--- src/rtl/seq_mon_pkg.sv ---
// Shared types and constants for the match event monitor.
package seq_mon_pkg;

    localparam int STATE_W   = 2;
    localparam int WIN_CNT_W = 8;

    typedef enum logic [STATE_W-1:0] {
        IDLE   = 2'd0,
        WINDOW = 2'd1,
        ALARM  = 2'd2
    } state_t;

endpackage

--- src/rtl/rise_edge_det.sv ---
// Rising-edge detector for the detector's match flag, gated by the monitor enable.
module rise_edge_det (
    input  logic clk,
    input  logic rst,
    input  logic en,
    input  logic d,
    output logic pulse
);

    logic d_reg;

    // d_reg tracks the input even while disabled, so a flag already high at enable is not an event
    always_ff @(posedge clk) begin
        if (rst) begin
            d_reg <= 1'b0;
        end else begin
            d_reg <= d;
        end
    end

    assign pulse = en & d & ~d_reg;

endmodule

--- src/rtl/match_event_monitor.sv ---
// Counts rising edges of the match flag and raises a held alarm on THRESH events in a window.
// Optional MATCH_STAMP_EN adds a free-running cycle counter that stamps the latest event.
module match_event_monitor
    import seq_mon_pkg::*;
#(
    parameter int CNT_W   = 16,
    parameter int WIN_LEN = 32,
    parameter int THRESH  = 3,
    parameter int HOLD    = 8,
    parameter int STAMP_W = 16
) (
    input  logic               clk,
    input  logic               rst,
    input  logic               w,
    input  logic               en,
    input  logic               clr,
    output logic [CNT_W-1:0]   total_cnt,
    output logic [7:0]         win_cnt,
    output logic               alarm,
    output logic               busy,
    output logic [STAMP_W-1:0] last_stamp
);

    localparam int TMR_W = $clog2(WIN_LEN);
    localparam int HLD_W = $clog2(HOLD) + 1;

    localparam logic [TMR_W-1:0]     TMR_LOAD = TMR_W'(WIN_LEN - 1);
    localparam logic [TMR_W-1:0]     TMR_ONE  = TMR_W'(1);
    localparam logic [HLD_W-1:0]     HLD_LOAD = HLD_W'(HOLD - 1);
    localparam logic [HLD_W-1:0]     HLD_ONE  = HLD_W'(1);
    localparam logic [WIN_CNT_W-1:0] THRESH_C = WIN_CNT_W'(THRESH);
    localparam logic [WIN_CNT_W-1:0] WIN_ONE  = WIN_CNT_W'(1);
    localparam logic [CNT_W-1:0]     CNT_ONE  = CNT_W'(1);

    logic                 ev;
    state_t               state_reg;
    logic [TMR_W-1:0]     timer_reg;
    logic [HLD_W-1:0]     hold_reg;
    logic [WIN_CNT_W-1:0] win_cnt_reg;
    logic [WIN_CNT_W-1:0] win_cnt_next;
    logic [CNT_W-1:0]     total_reg;

    rise_edge_det u_edge (
        .clk   (clk),
        .rst   (rst | clr),
        .en    (en),
        .d     (w),
        .pulse (ev)
    );

    assign win_cnt_next = win_cnt_reg + WIN_ONE;

    always_ff @(posedge clk) begin
        if (rst || clr) begin
            state_reg   <= IDLE;
            timer_reg   <= '0;
            hold_reg    <= '0;
            win_cnt_reg <= '0;
            total_reg   <= '0;
        end else begin
            if (ev && (total_reg != '1)) begin
                total_reg <= total_reg + CNT_ONE;
            end

            if (!en) begin
                state_reg   <= IDLE;
                timer_reg   <= '0;
                hold_reg    <= '0;
                win_cnt_reg <= '0;
            end else begin
                case (state_reg)
                    IDLE: begin
                        if (ev) begin
                            win_cnt_reg <= WIN_ONE;
                            if (THRESH == 1) begin
                                state_reg <= ALARM;
                                hold_reg  <= HLD_LOAD;
                            end else begin
                                state_reg <= WINDOW;
                                timer_reg <= TMR_LOAD;
                            end
                        end
                    end
                    WINDOW: begin
                        if (timer_reg != '0) begin
                            timer_reg <= timer_reg - TMR_ONE;
                        end
                        // An event on the final window cycle still counts toward the threshold
                        if (ev && (win_cnt_next == THRESH_C)) begin
                            state_reg   <= ALARM;
                            win_cnt_reg <= win_cnt_next;
                            hold_reg    <= HLD_LOAD;
                        end else if (timer_reg == '0) begin
                            state_reg   <= IDLE;
                            win_cnt_reg <= '0;
                        end else if (ev) begin
                            win_cnt_reg <= win_cnt_next;
                        end
                    end
                    ALARM: begin
                        if (hold_reg == '0) begin
                            state_reg   <= IDLE;
                            win_cnt_reg <= '0;
                        end else begin
                            hold_reg <= hold_reg - HLD_ONE;
                        end
                    end
                    default: begin
                        state_reg   <= IDLE;
                        win_cnt_reg <= '0;
                    end
                endcase
            end
        end
    end

    assign total_cnt = total_reg;
    assign win_cnt   = win_cnt_reg;
    assign alarm     = (state_reg == ALARM);
    assign busy      = (state_reg == WINDOW);

`ifdef MATCH_STAMP_EN
    localparam logic [STAMP_W-1:0] STAMP_ONE = STAMP_W'(1);

    logic [STAMP_W-1:0] stamp_ctr_reg;
    logic [STAMP_W-1:0] last_stamp_reg;

    always_ff @(posedge clk) begin
        if (rst || clr) begin
            stamp_ctr_reg  <= '0;
            last_stamp_reg <= '0;
        end else begin
            stamp_ctr_reg <= stamp_ctr_reg + STAMP_ONE;
            if (ev) begin
                last_stamp_reg <= stamp_ctr_reg;
            end
        end
    end

    assign last_stamp = last_stamp_reg;
`else
    assign last_stamp = '0;
`endif

endmodule

--- config.mk ---
export PLATFORM = sky130hd
export DESIGN_NAME = match_event_monitor
export DESIGN_NICKNAME = d
export VERILOG_FILES = /design/src/rtl/seq_mon_pkg.sv /design/src/rtl/rise_edge_det.sv /design/src/rtl/match_event_monitor.sv
export SDC_FILE = /design/constraint.sdc
export NUM_CORES = 1
export LEC_CHECK = 0
export ABC_AREA = 1
export ABC_CLOCK_PERIOD_IN_PS = 1600
export CAP_MARGIN = 10
export CELL_PAD_IN_SITES_DETAIL_PLACEMENT = 0
export CELL_PAD_IN_SITES_GLOBAL_PLACEMENT = 1
export CORE_MARGIN = 1.5
export CORE_UTILIZATION = 32
export DETAILED_ROUTE_END_ITERATION = 8
export PLACE_DENSITY_LB_ADDON = 0.25
export SKIP_LAST_GASP = 1
export SLEW_MARGIN = 15
export SYNTH_ARGS = -nofsm -noshare
export SYNTH_HDL_FRONTEND = slang
export SYNTH_SLANG_ARGS = --single-unit
--- constraint.sdc ---
create_clock -name clk -period 1.6 [get_ports clk]
set_clock_uncertainty 0.15 [all_clocks]
set_input_delay 0.16 -clock clk [delete_from_list [all_inputs] [get_ports clk]]
set_output_delay 0.16 -clock clk [all_outputs]
set_load 0.01 [all_outputs]
==> Word level (Yosys, flattened, before mapping) <==
Cells that the tools add are included.
{ "op_classes": {"reduce_logical": 14, "order_cmp": 0, "eq_ne": 11, "n_addsub": 4, "n_mul": 0, "n_bitwise": 5, "shifts": 0, "n_div": 0, "muxes": 17} }
{ "ops": {"columns": ["cell", "count"], "rows": [
  ["2-to-1 mux 8 bit", 5],
  ["one-hot mux 8 bit (3 select lines)", 1],
  ["adder 16 x 1 -> 16 bit, second input constant", 1],
  ["!= test 16 bit, second input constant", 1],
  ["AND reduction 3 bit", 4],
  ["2-to-1 mux 5 bit", 2],
  ["one-hot mux 5 bit (2 select lines)", 1],
  ["adder 8 x 1 -> 8 bit, second input constant", 1],
  ["== test 8 x 2 -> 1 bit, second input constant", 1],
  ["2-to-1 mux 2 bit", 4],
  ["2-to-1 mux 4 bit", 2],
  ["one-hot mux 4 bit (2 select lines)", 1],
  ["!= test 2 x 1 -> 1 bit, second input constant", 3],
  ["one-hot mux 2 bit (3 select lines)", 1],
  ["logical NOT 5 bit", 1],
  ["nonzero test 5 bit", 1],
  ["subtractor 5 x 1 -> 5 bit, second input constant", 1],
  ["logical NOT 4 bit", 1],
  ["!= test 2 bit, second input constant", 2],
  ["!= test 4 x 1 -> 1 bit, second input constant", 1],
  ["nonzero test 2 bit", 2],
  ["subtractor 4 x 1 -> 4 bit, second input constant", 1],
  ["!= test 3 x 1 -> 1 bit, second input constant", 1],
  ["bitwise AND 1 bit", 2],
  ["other kinds (8)", 10]
]} }
{ "word_totals": {"mem_bits_rw": 0, "inputBits": 5, "output_inout_bits": 42, "mem_count": 0, "latch_bits": 0, "mem_bits_ro": 0, "ff_bits": 36} }

==> Logic depth before layout (Yosys ltp) <==
Gate-level depths: netlist (run 1).
{ "depth": {"depth_word": 6, "mapped_depth": 13} }

==> Cells and area by module <==
From an unflattened synthesis (run 1), not the netlist that was laid out.
{ "hier_totals": {"hier_cells": 325, "hier_area_um2": 2227.1} }
{ "modules_own_cells": {"columns": ["mod", "n_inst", "cells_each", "area_per_inst_um2"], "rows": [
  ["match_event_monitor", 1, 320, 2189.6],
  ["rise_edge_det", 1, 5, 37.5]
]} }

==> Worst setup path before layout (run 1) <==
OpenSTA, ideal clock, no wires.
{ "synth_timing": {"kind": "flip-flop to flip-flop", "from": "register win_cnt_reg[1] (netlist: win_cnt[1])", "to": "register hold_reg[0]", "path_buffers": 0, "path_stages_with_launch": 13, "required_time_ns": 1.333, "arrival_time_ns": 1.541, "path_slack_ns": -0.208, "period_less_slack_ns": 1.808, "path_cell_list": "dfxtp_1 -> ha_1 -> nand2_2 -> clkinv_1 -> nor2_1 -> nor2_4 -> nand2_2 -> nor2_2 -> nand3_4 -> nand2_4 -> nand2_4 -> nor3_1 -> nor2_1"} }
{ "synth_between": {"elab_chain_cells": 5} }
{ "synth_rtl": {"columns": ["item", "line_no", "source"], "rows": [
  ["start: declaration", "match_event_monitor.sv:39", "logic [WIN_CNT_W-1:0] win_cnt_reg;"],
  ["start signal: assignment", "match_event_monitor.sv:91", "win_cnt_reg <= win_cnt_next;"],
  ["start signal: assignment", "match_event_monitor.sv:97", "win_cnt_reg <= win_cnt_next;"],
  ["adder 8 x 1 -> 8 bit", "match_event_monitor.sv:51", "assign win_cnt_next = win_cnt_reg + WIN_ONE;"],
  ["== test 8 x 2 -> 1 bit", "match_event_monitor.sv:89", "if (ev && (win_cnt_next == THRESH_C)) begin"],
  ["logical AND 1 bit", "match_event_monitor.sv:89", null],
  ["!= test 2 x 1 -> 1 bit (no source line)", null, null],
  ["AND reduction 3 bit (no source line)", null, null],
  ["end signal: assignment", "match_event_monitor.sv:105", "hold_reg <= hold_reg - HLD_ONE;"],
  ["end: declaration", "match_event_monitor.sv:38", "logic [HLD_W-1:0] hold_reg;"]
]} }
Every way passes these cells.
A chain may end at the register's enable or synchronous reset.

==> Worst setup path after layout (run 1) <==
{ "layout_timing": {"from": "register state_reg[0]", "to": "register timer_reg[3]"} }
{ "layout_between": {"elab_chain_cells": 3} }
{ "layout_rtl": {"columns": ["item", "line_no", "source"], "rows": [
  ["start: declaration", "match_event_monitor.sv:36", "state_t state_reg;"],
  ["start signal: assignment", "match_event_monitor.sv:55", "state_reg <= IDLE;"],
  ["start signal: assignment", "match_event_monitor.sv:66", "state_reg <= IDLE;"],
  ["start signal: assignment", "match_event_monitor.sv:76", "state_reg <= ALARM;"],
  ["== test 2 x 1 -> 1 bit or logical NOT 2 bit (tied branches)", "match_event_monitor.sv:71", "case (state_reg)"],
  ["!= test 2 x 1 -> 1 bit (no source line), or another cell as far along", null, null],
  ["AND reduction 3 bit (no source line)", null, null],
  ["end signal: assignment", "match_event_monitor.sv:86", "timer_reg <= timer_reg - TMR_ONE;"],
  ["end: declaration", "match_event_monitor.sv:37", "logic [TMR_W-1:0] timer_reg;"]
]} }
Parallel ways exist; a longest one is shown, timed or not.

==> flow_summary.yaml, run 1 <==
clock_network:
  clock_path_buffers: 2
  clkTransAtPathRegs_ns: 0.07
  cts_made_buffers: 5
  cts-root-buf: "clkbuf_8"
  holdBufCountCts: 0
  clk_latency_ns: 0.28
  cts_sinks: 36
  ctsHtreeMaxLevel: 2
  cts_tree: "built"
route:
  vias_per_cell: 4.61
  dr_total_vias: 2288
  drt_iter0_drc: 85
  avgRoutedWirePerCell_um: 11.9
  drc_errors: 7
  wirelength_um: 5900
  firstDrtPassIters: 6
  ant_nets: 0
layout:
  largest_reg_flops: 16
  diodes: 0
  mostFrequentLayoutCells: "buf_4, nand2_1, inv_1, a21oi_1, dfxtp_1"
  drive_gt1_share_pct: 46.1
  layout_commonest_cell: "buf_4"
  area_growth_pct: 69.5
  final_util_pct: 57.0
  nNetsFinal: 432
  layoutNonFillerInstCount: 496
timing:
  rsz0062_at_grt: "yes"
  finalMaxSlewViolations: 0
  fin_crit_sh_pct: 109
  period_needed_ns: 1.75
  finalWorstSetupSlack_ns: -0.145
  max_freq_ghz: 0.573
  setup_violations: 27
  hold_viol: 0
floorplan:
  die-area_um2: 7290
  rows: 29
  die_w_um: 85.4
  die_y_um: 85.4
  pin_count: 47
  core_um2: 6460
  start_util_pct: 33.6
worst_setup_path:
  path_max_fanout: 5
  cp-end-kind: "flip-flop"
  startpoint_type: "flip-flop"
  arrival_ns: 1.81
  critPathKind: "flip-flop to flip-flop"
  required_ns: 1.66
global_route:
  grt_pass1_wl_um: 9580
  antenna_found_initial: 0
  overflow: 0
  grt_pass1_vias: 2096
  grt_max_degree: 12
  grt_usage_pct: 16.4
worst_hold_path:
  hold_class: "input pin to flip-flop"
power_and_ir_drop:
  leakagePower_nw: 1.75
  clockPowerShare_pct: 35.6
  irDropWorstVdd_v: 0.000418
  p_total_mw: 1.76
  p_sw_mw: 0.458
  pwr-share-comb_pct: 13.2
  switching_share_pct: 26.1
  cellPowerDensity_nw_per_um2: 477
  power_frac_seq_pct: 51.2
  p_int_mw: 1.30
placement:
  dp_slack_ns: -0.341
  dp.cells: 474
  dp_hpwl_um: 4210
  io_buffers: 30
  place.gp.congestion: 0.791
synthesis:
  syn_area_um2: 2170
  ys_seq_area_share_pct: 33.2
  synth_warnings: 0
  netlist_instances: 313
  synth.distinct_cells: 35
  synth-seq-cells: 36
  synth.avg_cell_area_um2: 6.94
run:
  max_cap_viol_count: 0
outcome:
  outcome: "finished, violations left"
  violations: "DRC, setup timing"
[worst paths after layout]
| path | start | endpoint | slack [ns] | depth (start not counted) |
|---|---|---|---|---|
| max | state_reg[0] | timer_reg[3] | -0.15 | 9 |
| min | w | u_edge.d_reg | 0.01 | 3 |
| max reg2reg | state_reg[0] | timer_reg[3] | -0.15 | 9 |
| min reg2reg | timer_reg[0] | timer_reg[0] | 0.26 | 1 |
[critical path, stage by stage (launching register included)]
cell,delay (ns)
dfxtp_4,0.36
buf_4,0.13
buf_4,0.13
ha_4,0.17
inv_2,0.06
nand2_2,0.05
nand2_2,0.07
nand2_2,0.07
or3_1,0.34
a31oi_1,0.14
[repair_timing]
item | in CTS | in global routing
gates resized for setup | 67 | 85
buffers inserted | 5 | 10
pin swaps | 18 | 32
setup endpoints to repair | 40 | 45
[layout make-up]
type | count | area [um2]
Multi-Input combinational cell | 226 | 1630
Fill cell | 595 | 2780
Clock inverter | 1 | 5.00
Sequential cell | 36 | 759
Tap cell | 77 | 96.3
Timing Repair Buffer | 102 | 912
Inverter | 47 | 196
Clock buffer | 7 | 76.3
[power groups by stage]
stage          combinational [mW]  sequential (mW)  clock [mW]
6_report                    0.231            0.899       0.625
3_5_place_dp                0.182            0.925           0
3_3_place_gp                0.181            0.925           0
5_1_grt                     0.253            0.899       0.700
4_1_cts                     0.203            0.902       0.657
2_1_floorplan               0.130            0.925           0
[synth_stat cells]
master | number | area [um2]
inv_2 | 2 | 7.51
or3_1 | 1 | 6.26
nand2_4 | 3 | 33.8
o31ai_1 | 1 | 7.51
nand2_1 | 67 | 251
a21oi_1 | 26 | 130
nor4_1 | 3 | 18.8
a221oi_1 | 1 | 8.76
nand4_1 | 6 | 37.5
nand3b_1 | 2 | 15.0
a31oi_1 | 2 | 12.5
nor2_4 | 1 | 11.3
nor2_1 | 24 | 90.1
nor3_1 | 6 | 30.0
o21bai_2 | 1 | 11.3
nand3_4 | 1 | 17.5
conb_1 | 1 | 3.75
o21ai_2 | 1 | 8.76
clkbuf_1 | 2 | 7.51
buf_4 | 17 | 128
o21bai_1 | 2 | 15.0
nor4_2 | 1 | 12.5
nand2_2 | 2 | 12.5
clkinv_1 | 2 | 7.51
ha_1 | 9 | 113
xor2_1 | 6 | 52.6
dfxtp_1 | 36 | 721
nor2_2 | 4 | 25.0
o21ai_0 | 8 | 40.0
nand3_1 | 26 | 130
and3_1 | 1 | 6.26
a211oi_1 | 1 | 7.51
inv_1 | 43 | 161
nand3_2 | 2 | 20.0
o21ai_1 | 2 | 10.0
[through the flow]
stage          hold slack [ns]  instance area [um2]  setup TNS, ns
4_1_cts                  0.278                 3290          -1.64
5_1_grt                 0.0439                 3680          -5.55
6_report                0.0142                 3680          -2.16
3_3_place_gp             0.262                 3000          -7.13
2_1_floorplan            0.122                 2290         -0.119
3_5_place_dp             0.268                 3000          -7.91
[per-layer routing]
layer / GRT usage (%) / routed length (um) / up-vias
li1: - / - / 1200
met3: 3.60 / 175 / 8
met1: 21.5 / 2830 / 1044
met2: 27.2 / 2820 / 36
met4: 4.84 / 78 / 0
met5: 0 / 0 / -
[logic make-up (layout without fill, tap and decap cells)]
kind of cell	after synthesis	in the layout	share of synthesized area, %
and+or+nand+nor	150	150	33.1
other	1	16	0.173
buffers and inverters	66	157	14.4
DFF	36	36	33.2
xor gates and xnor gates	6	6	2.42
adders and majority gates	9	9	5.19
AOI/OAI and AO/OA	45	45	11.6
Power figures use the tool's default switching activity.
==> run 2: changes to the inputs <==
--- a/config.mk
+++ b/config.mk
@@ -6,7 +6,7 @@
 export NUM_CORES = 1
 export LEC_CHECK = 0
 export ABC_AREA = 1
-export ABC_CLOCK_PERIOD_IN_PS = 1600
+export ABC_CLOCK_PERIOD_IN_PS = 1400
 export CAP_MARGIN = 10
 export CELL_PAD_IN_SITES_DETAIL_PLACEMENT = 0
 export CELL_PAD_IN_SITES_GLOBAL_PLACEMENT = 1
==> constraint.sdc (replaced) <==
create_clock -name clk -period 1.4 [get_ports clk]
set_clock_uncertainty 0.15 [all_clocks]
set_input_delay 0.14 -clock clk [delete_from_list [all_inputs] [get_ports clk]]
set_output_delay 0.14 -clock clk [all_outputs]
set_load 0.01 [all_outputs]
==> run 2 against run 1 <==
The run still ends with DRC, setup timing left. Critical path depth grew 4. Global-route usage grew 0.24 points. Combinational power grew 16%. Clock-buffer cell count shrank 2. Sequential share of layout area is essentially flat. Cell count grew 1.6%. Fmax grew 2.1%. Highest routed layer unchanged.
==> flow_summary.yaml, run 2 (synthesis results as in run 1) <==
outcome:
  outcome: "finished, violations left"
  violations: "DRC, setup timing"
worst_hold_path:
  hold_class: "flip-flop to flip-flop"
  hp-start: "timer_reg[0]"
  hold-path-cell-count: 1
  hold_path_end: "timer_reg[0]"
global_route:
  antenna_found_initial: 0
  overflow: 0
  grt_max_degree: 12
  grt_pass1_wl_um: 9680
  grt_pass1_vias: 2136
  grt_usage_pct: 16.7
timing:
  setup_violations: 34
  finalWorstSetupSlack_ns: -0.310
  max_freq_ghz: 0.585
  period_needed_ns: 1.71
  hold_viol: 0
  rsz0062_at_grt: "yes"
  finalMaxSlewViolations: 0
  fin_crit_sh_pct: 122
  whs_ns: 0.266
worst_setup_path:
  crit_slowest_cell: "dfxtp_4"
  required_ns: 1.43
  rrSetupSlack_ns: -0.31
  path_max_fanout: 5
  r2r_cells: 13
  cp_slowest_stage_delay_ns: 0.38
  cp-end-kind: "flip-flop"
  reg2reg_from: "win_cnt[1]"
  startpoint_type: "flip-flop"
  arrival_ns: 1.74
  critPathKind: "flip-flop to flip-flop"
  r2r-end: "hold_reg[1]"
  crit_chain: "ha_4 > nand2_4 > clkinv_4 > nor2_4 > nor2_4 > nand2_2 > nor2_4 > nand3_4 > nand2_4 > nand2_4 > nand2_1 > o21ai_2 > nor2_1"
layout:
  largest_reg_flops: 16
  mostFrequentLayoutCells: "buf_4, nand2_1, inv_1, a21oi_1, dlygate4sd2_1"
  diodes: 0
  layoutNonFillerInstCount: 504
  layout_commonest_cell: "buf_4"
  drive_gt1_share_pct: 48.2
  area_growth_pct: 69.9
  nNetsFinal: 441
  final_util_pct: 57.1
placement:
  place.gp.congestion: 0.819
  dp_slack_ns: -0.477
  dp.cells: 489
  io_buffers: 30
  dp_hpwl_um: 4340
floorplan:
  die_w_um: 85.4
  die_y_um: 85.4
  core_um2: 6460
  rows: 29
  pin_count: 47
  start_util_pct: 33.6
  die-area_um2: 7290
route:
  vias_per_cell: 4.62
  wirelength_um: 5800
  ant_nets: 0
  drt_iter0_drc: 57
  avgRoutedWirePerCell_um: 11.5
  dr_total_vias: 2326
  drc_errors: 5
  firstDrtPassIters: 8
clock_network:
  clkTransAtPathRegs_ns: 0.07
  clk_latency_ns: 0.28
  cts_sinks: 36
  ctsHtreeMaxLevel: 2
  cts_tree: "built"
  cts-root-buf: "clkbuf_8"
  holdBufCountCts: 0
  cts_made_buffers: 5
  clock_path_buffers: 2
power_and_ir_drop:
  leakagePower_nw: 1.67
  irDropWorstVdd_v: 0.000350
  p_total_mw: 1.98
  cellPowerDensity_nw_per_um2: 537
run:
  max_cap_viol_count: 0
[run 2: report_power, final]
part	internal, mW	switching (mW)	leakage (nW)
clock	0.329	0.355	0.0391
sequential	1.02	0.00659	0.302
combinational	0.116	0.153	1.32
total	1.47	0.515	1.67
[run 2: worst max path at each step]
| stage | from | to | slack, ns | cells after the start |
|---|---|---|---|---|
| final | win_cnt[1] | hold_reg[1] | -0.31 | 13 |
| after global routing | win_cnt[0] | win_cnt[5] | -0.44 | 10 |
| after CTS | win_cnt[1] | hold_reg[3] | -0.32 | 10 |
| after detailed placement | w | hold_reg[0] | -0.48 | 10 |
| after global placement | w | hold_reg[0] | -0.44 | 10 |
| after floorplan | win_cnt[0] | hold_reg[0] | -0.25 | 12 |
[run 2: worst max-delay path: cells and delay by family (launching register included)]
family                   cells  cell delay [ns]
buffers and inverters        1             0.06
flip-flops                   1             0.38
adder cells (fa/ha/maj)      1             0.17
AO/OA/AOI/OAI                1             0.05
AND/OR/NAND/NOR             10             0.80
[run 2: final cells by class]
type,instances,area (um2)
Fill cell,599,2770
Multi-Input combinational cell,226,1630
Timing Repair Buffer,111,926
Sequential cell,36,761
Inverter,47,196
Tap cell,77,96.3
Clock buffer,5,68.8
Clock inverter,2,7.51
[run 2: per-stage QoR]
stage               TNS [ns]  area, um2
floorplan              -4.42       2470
global placement      -12.30       3310
detailed placement    -13.60       3310
CTS                    -6.93       3610
global route          -10.91       3690
finish                 -6.94       3690
[run 2: repair_timing]
| action | CTS | global route |
|---|---|---|
| pin swaps | 26 | 9 |
| endpoints found under the setup margin | 61 | 39 |
| resized for setup | 91 | 21 |
| setup buffers | 7 | 1 |
| hold endpoints to repair | 0 | 0 |
[run 2: layer usage]
metal	wire length, um	part of all wire (%)	global-route usage (%)	up-vias
met5	0	0	0	-
met4	78	1.3	4.55	0
met3	162	2.8	3.02	7
met2	2660	46	26.5	41
met1	2910	50	23.3	1065
li1	-	-	-	1213
==> run 3: changes to the inputs <==
--- a/config.mk
+++ b/config.mk
@@ -10,7 +10,7 @@
 export CAP_MARGIN = 10
 export CELL_PAD_IN_SITES_DETAIL_PLACEMENT = 0
 export CELL_PAD_IN_SITES_GLOBAL_PLACEMENT = 1
-export CORE_MARGIN = 1.5
+export CORE_MARGIN = 10
 export CORE_UTILIZATION = 32
 export DETAILED_ROUTE_END_ITERATION = 8
 export PLACE_DENSITY_LB_ADDON = 0.25
==> run 3 against run 2 <==
The run ends with setup timing left. Fmax fell by 2.0%. Cell count rose by 1.4%. Utilization rose by 1.8 points. Die area rose by 44%. Critical path depth fell by 2. Clock-buffer cell count did not move. Critical path type unchanged. Largest cell class unchanged. Largest power group unchanged.
==> flow_summary.yaml, run 3 (synthesis results as in run 1) <==
worst_hold_path:
  hold-path-cell-count: 1
  hold_path_end: "timer_reg[0]"
  hp-start: "timer_reg[0]"
  hold_class: "flip-flop to flip-flop"
power_and_ir_drop:
  irDropWorstVdd_v: 0.000412
  cellPowerDensity_nw_per_um2: 588
  p_total_mw: 2.24
  leakagePower_nw: 1.70
placement:
  dp.cells: 485
  place_area_um2: 3270
  io_buffers: 30
  place.gp.congestion: 0.810
  dp_hpwl_um: 4810
worst_setup_path:
  reg2reg_from: "win_cnt[1]"
  path_max_fanout: 5
  critPathKind: "flip-flop to flip-flop"
  required_ns: 1.44
  arrival_ns: 1.78
  cp_slowest_stage_delay_ns: 0.40
  r2r-end: "hold_reg[1]"
  cp-end-kind: "flip-flop"
  crit_chain: "ha_4 > nand2_8 > nor2_4 > xor2_2 > nor2_4 > nand3_4 > nand2_4 > nand2_4 > nand2_2 > o21ai_2 > nor2_1"
  rrSetupSlack_ns: -0.34
  startpoint_type: "flip-flop"
  r2r_cells: 11
  crit_slowest_cell: "dfxtp_4"
layout:
  fillCellCount: 584
  area_growth_pct: 75.4
  final_util_pct: 59.0
  layoutNonFillerInstCount: 511
  mostFrequentLayoutCells: "buf_4, nand2_1, inv_1, dlygate4sd2_1"
  diodes: 0
  largest_reg_flops: 16
  design_area_um2: 3810
  seq_area_um2: 758
  layout_commonest_cell: "buf_4"
  multiInputGateArea_um2: 1650
  nNetsFinal: 447
  drive_gt1_share_pct: 50.0
timing:
  finalWorstSetupSlack_ns: -0.345
  rsz0062_at_grt: "yes"
  setup_violations: 38
  fin_crit_sh_pct: 125
  max_freq_ghz: 0.573
  hold_viol: 0
  period_needed_ns: 1.74
  finalMaxSlewViolations: 0
  tns_ns: -8.51
global_route:
  grt_pass1_vias: 2325
  grt_max_degree: 13
  grt_pass1_wl_um: 10600
  grt_usage_pct: 12.4
  overflow: 0
  antenna_found_initial: 0
route:
  firstDrtPassIters: 4
  drt_iter0_drc: 46
  drc_errors: 0
  avgRoutedWirePerCell_um: 12.5
  ant_nets: 0
  wirelength_um: 6370
  dr_total_vias: 2314
  vias_per_cell: 4.53
clock_network:
  ctsHtreeMaxLevel: 2
  clk_latency_ns: 0.29
  cts-root-buf: "clkbuf_8"
  holdBufCountCts: 0
  cts_tree: "built"
  cts_sinks: 36
  clock_path_buffers: 2
  clkTransAtPathRegs_ns: 0.08
  cts_made_buffers: 5
floorplan:
  start_util_pct: 33.6
  die_w_um: 102
  core_um2: 6460
  die_y_um: 102
  rows: 29
  pin_count: 47
  die-area_um2: 10500
run:
  max_cap_viol_count: 0
outcome:
  violations: "setup timing"
  outcome: "finished, violations left"
[run 3: cell count changes in the layout (fill, tap and decap cells not counted), sizes merged]
cell and change:
buf +7, bufinv +1, clkbuf -3, clkdlybuf4s15 +1, clkinv -2, clkinvlp +1, dlygate4sd2 +1, inv +1
[run 3: stage by stage]
stage	setup WS, ns	hold slack [ns]
floorplan	-0.247	0.102
global placement	-0.442	0.257
detailed placement	-0.470	0.264
CTS	-0.312	0.276
global route	-0.466	0.296
finish	-0.345	0.272
[run 3: metal layers]
layer | vias up | GRT usage [%] | share of wire, %
li1 | 1219 | - | -
met1 | 1055 | 15.2 | 46
met2 | 35 | 21.2 | 49
met3 | 5 | 2.97 | 4.3
met4 | 0 | 3.25 | 1.1
met5 | - | 0 | 0
[run 3: critical path: cells and delay by family (launching register included)]
family	cells	cell delay (ns)
AOI/OAI and AO/OA	1	0.05
and+or+nand+nor	8	0.64
adders and majority gates	1	0.18
DFF	1	0.40
xor gates and xnor gates	1	0.22
[run 3: worst max path at each step]
stage | cells past startpoint | startpoint | endpoint
finish | 11 | win_cnt[1] | hold_reg[1]
global route | 12 | win_cnt[0] | hold_reg[1]
CTS | 10 | win_cnt[0] | hold_reg[0]
detailed placement | 10 | en | hold_reg[0]
global placement | 10 | w | hold_reg[0]
floorplan | 12 | win_cnt[0] | hold_reg[0]
[run 3: power by group]
group | switching [mW] | internal (mW) | leakage, nW | total [mW]
clock | 0.405 | 0.527 | 0.0541 | 0.932
combinational | 0.155 | 0.124 | 1.34 | 0.279
sequential | 0.00654 | 1.02 | 0.301 | 1.03
[run 3: what timing repair did]
item / 4_1_cts / 5_1_grt
resized for setup: 76 / 48
gates cloned: 0 / 0
setup buffers: 10 / 9
setup endpoints to repair: 61 / 39
pin swaps: 32 / 15
[run 3: final cells by class]
class                   count  area share (%)
multi-input cells         226            43.4
repair buffers            117            26.0
flip-flops and latches     36            19.9
inverters                  47            5.16
well taps                  77            2.53
clock buffers               5            1.81
clock inverters             3            1.12
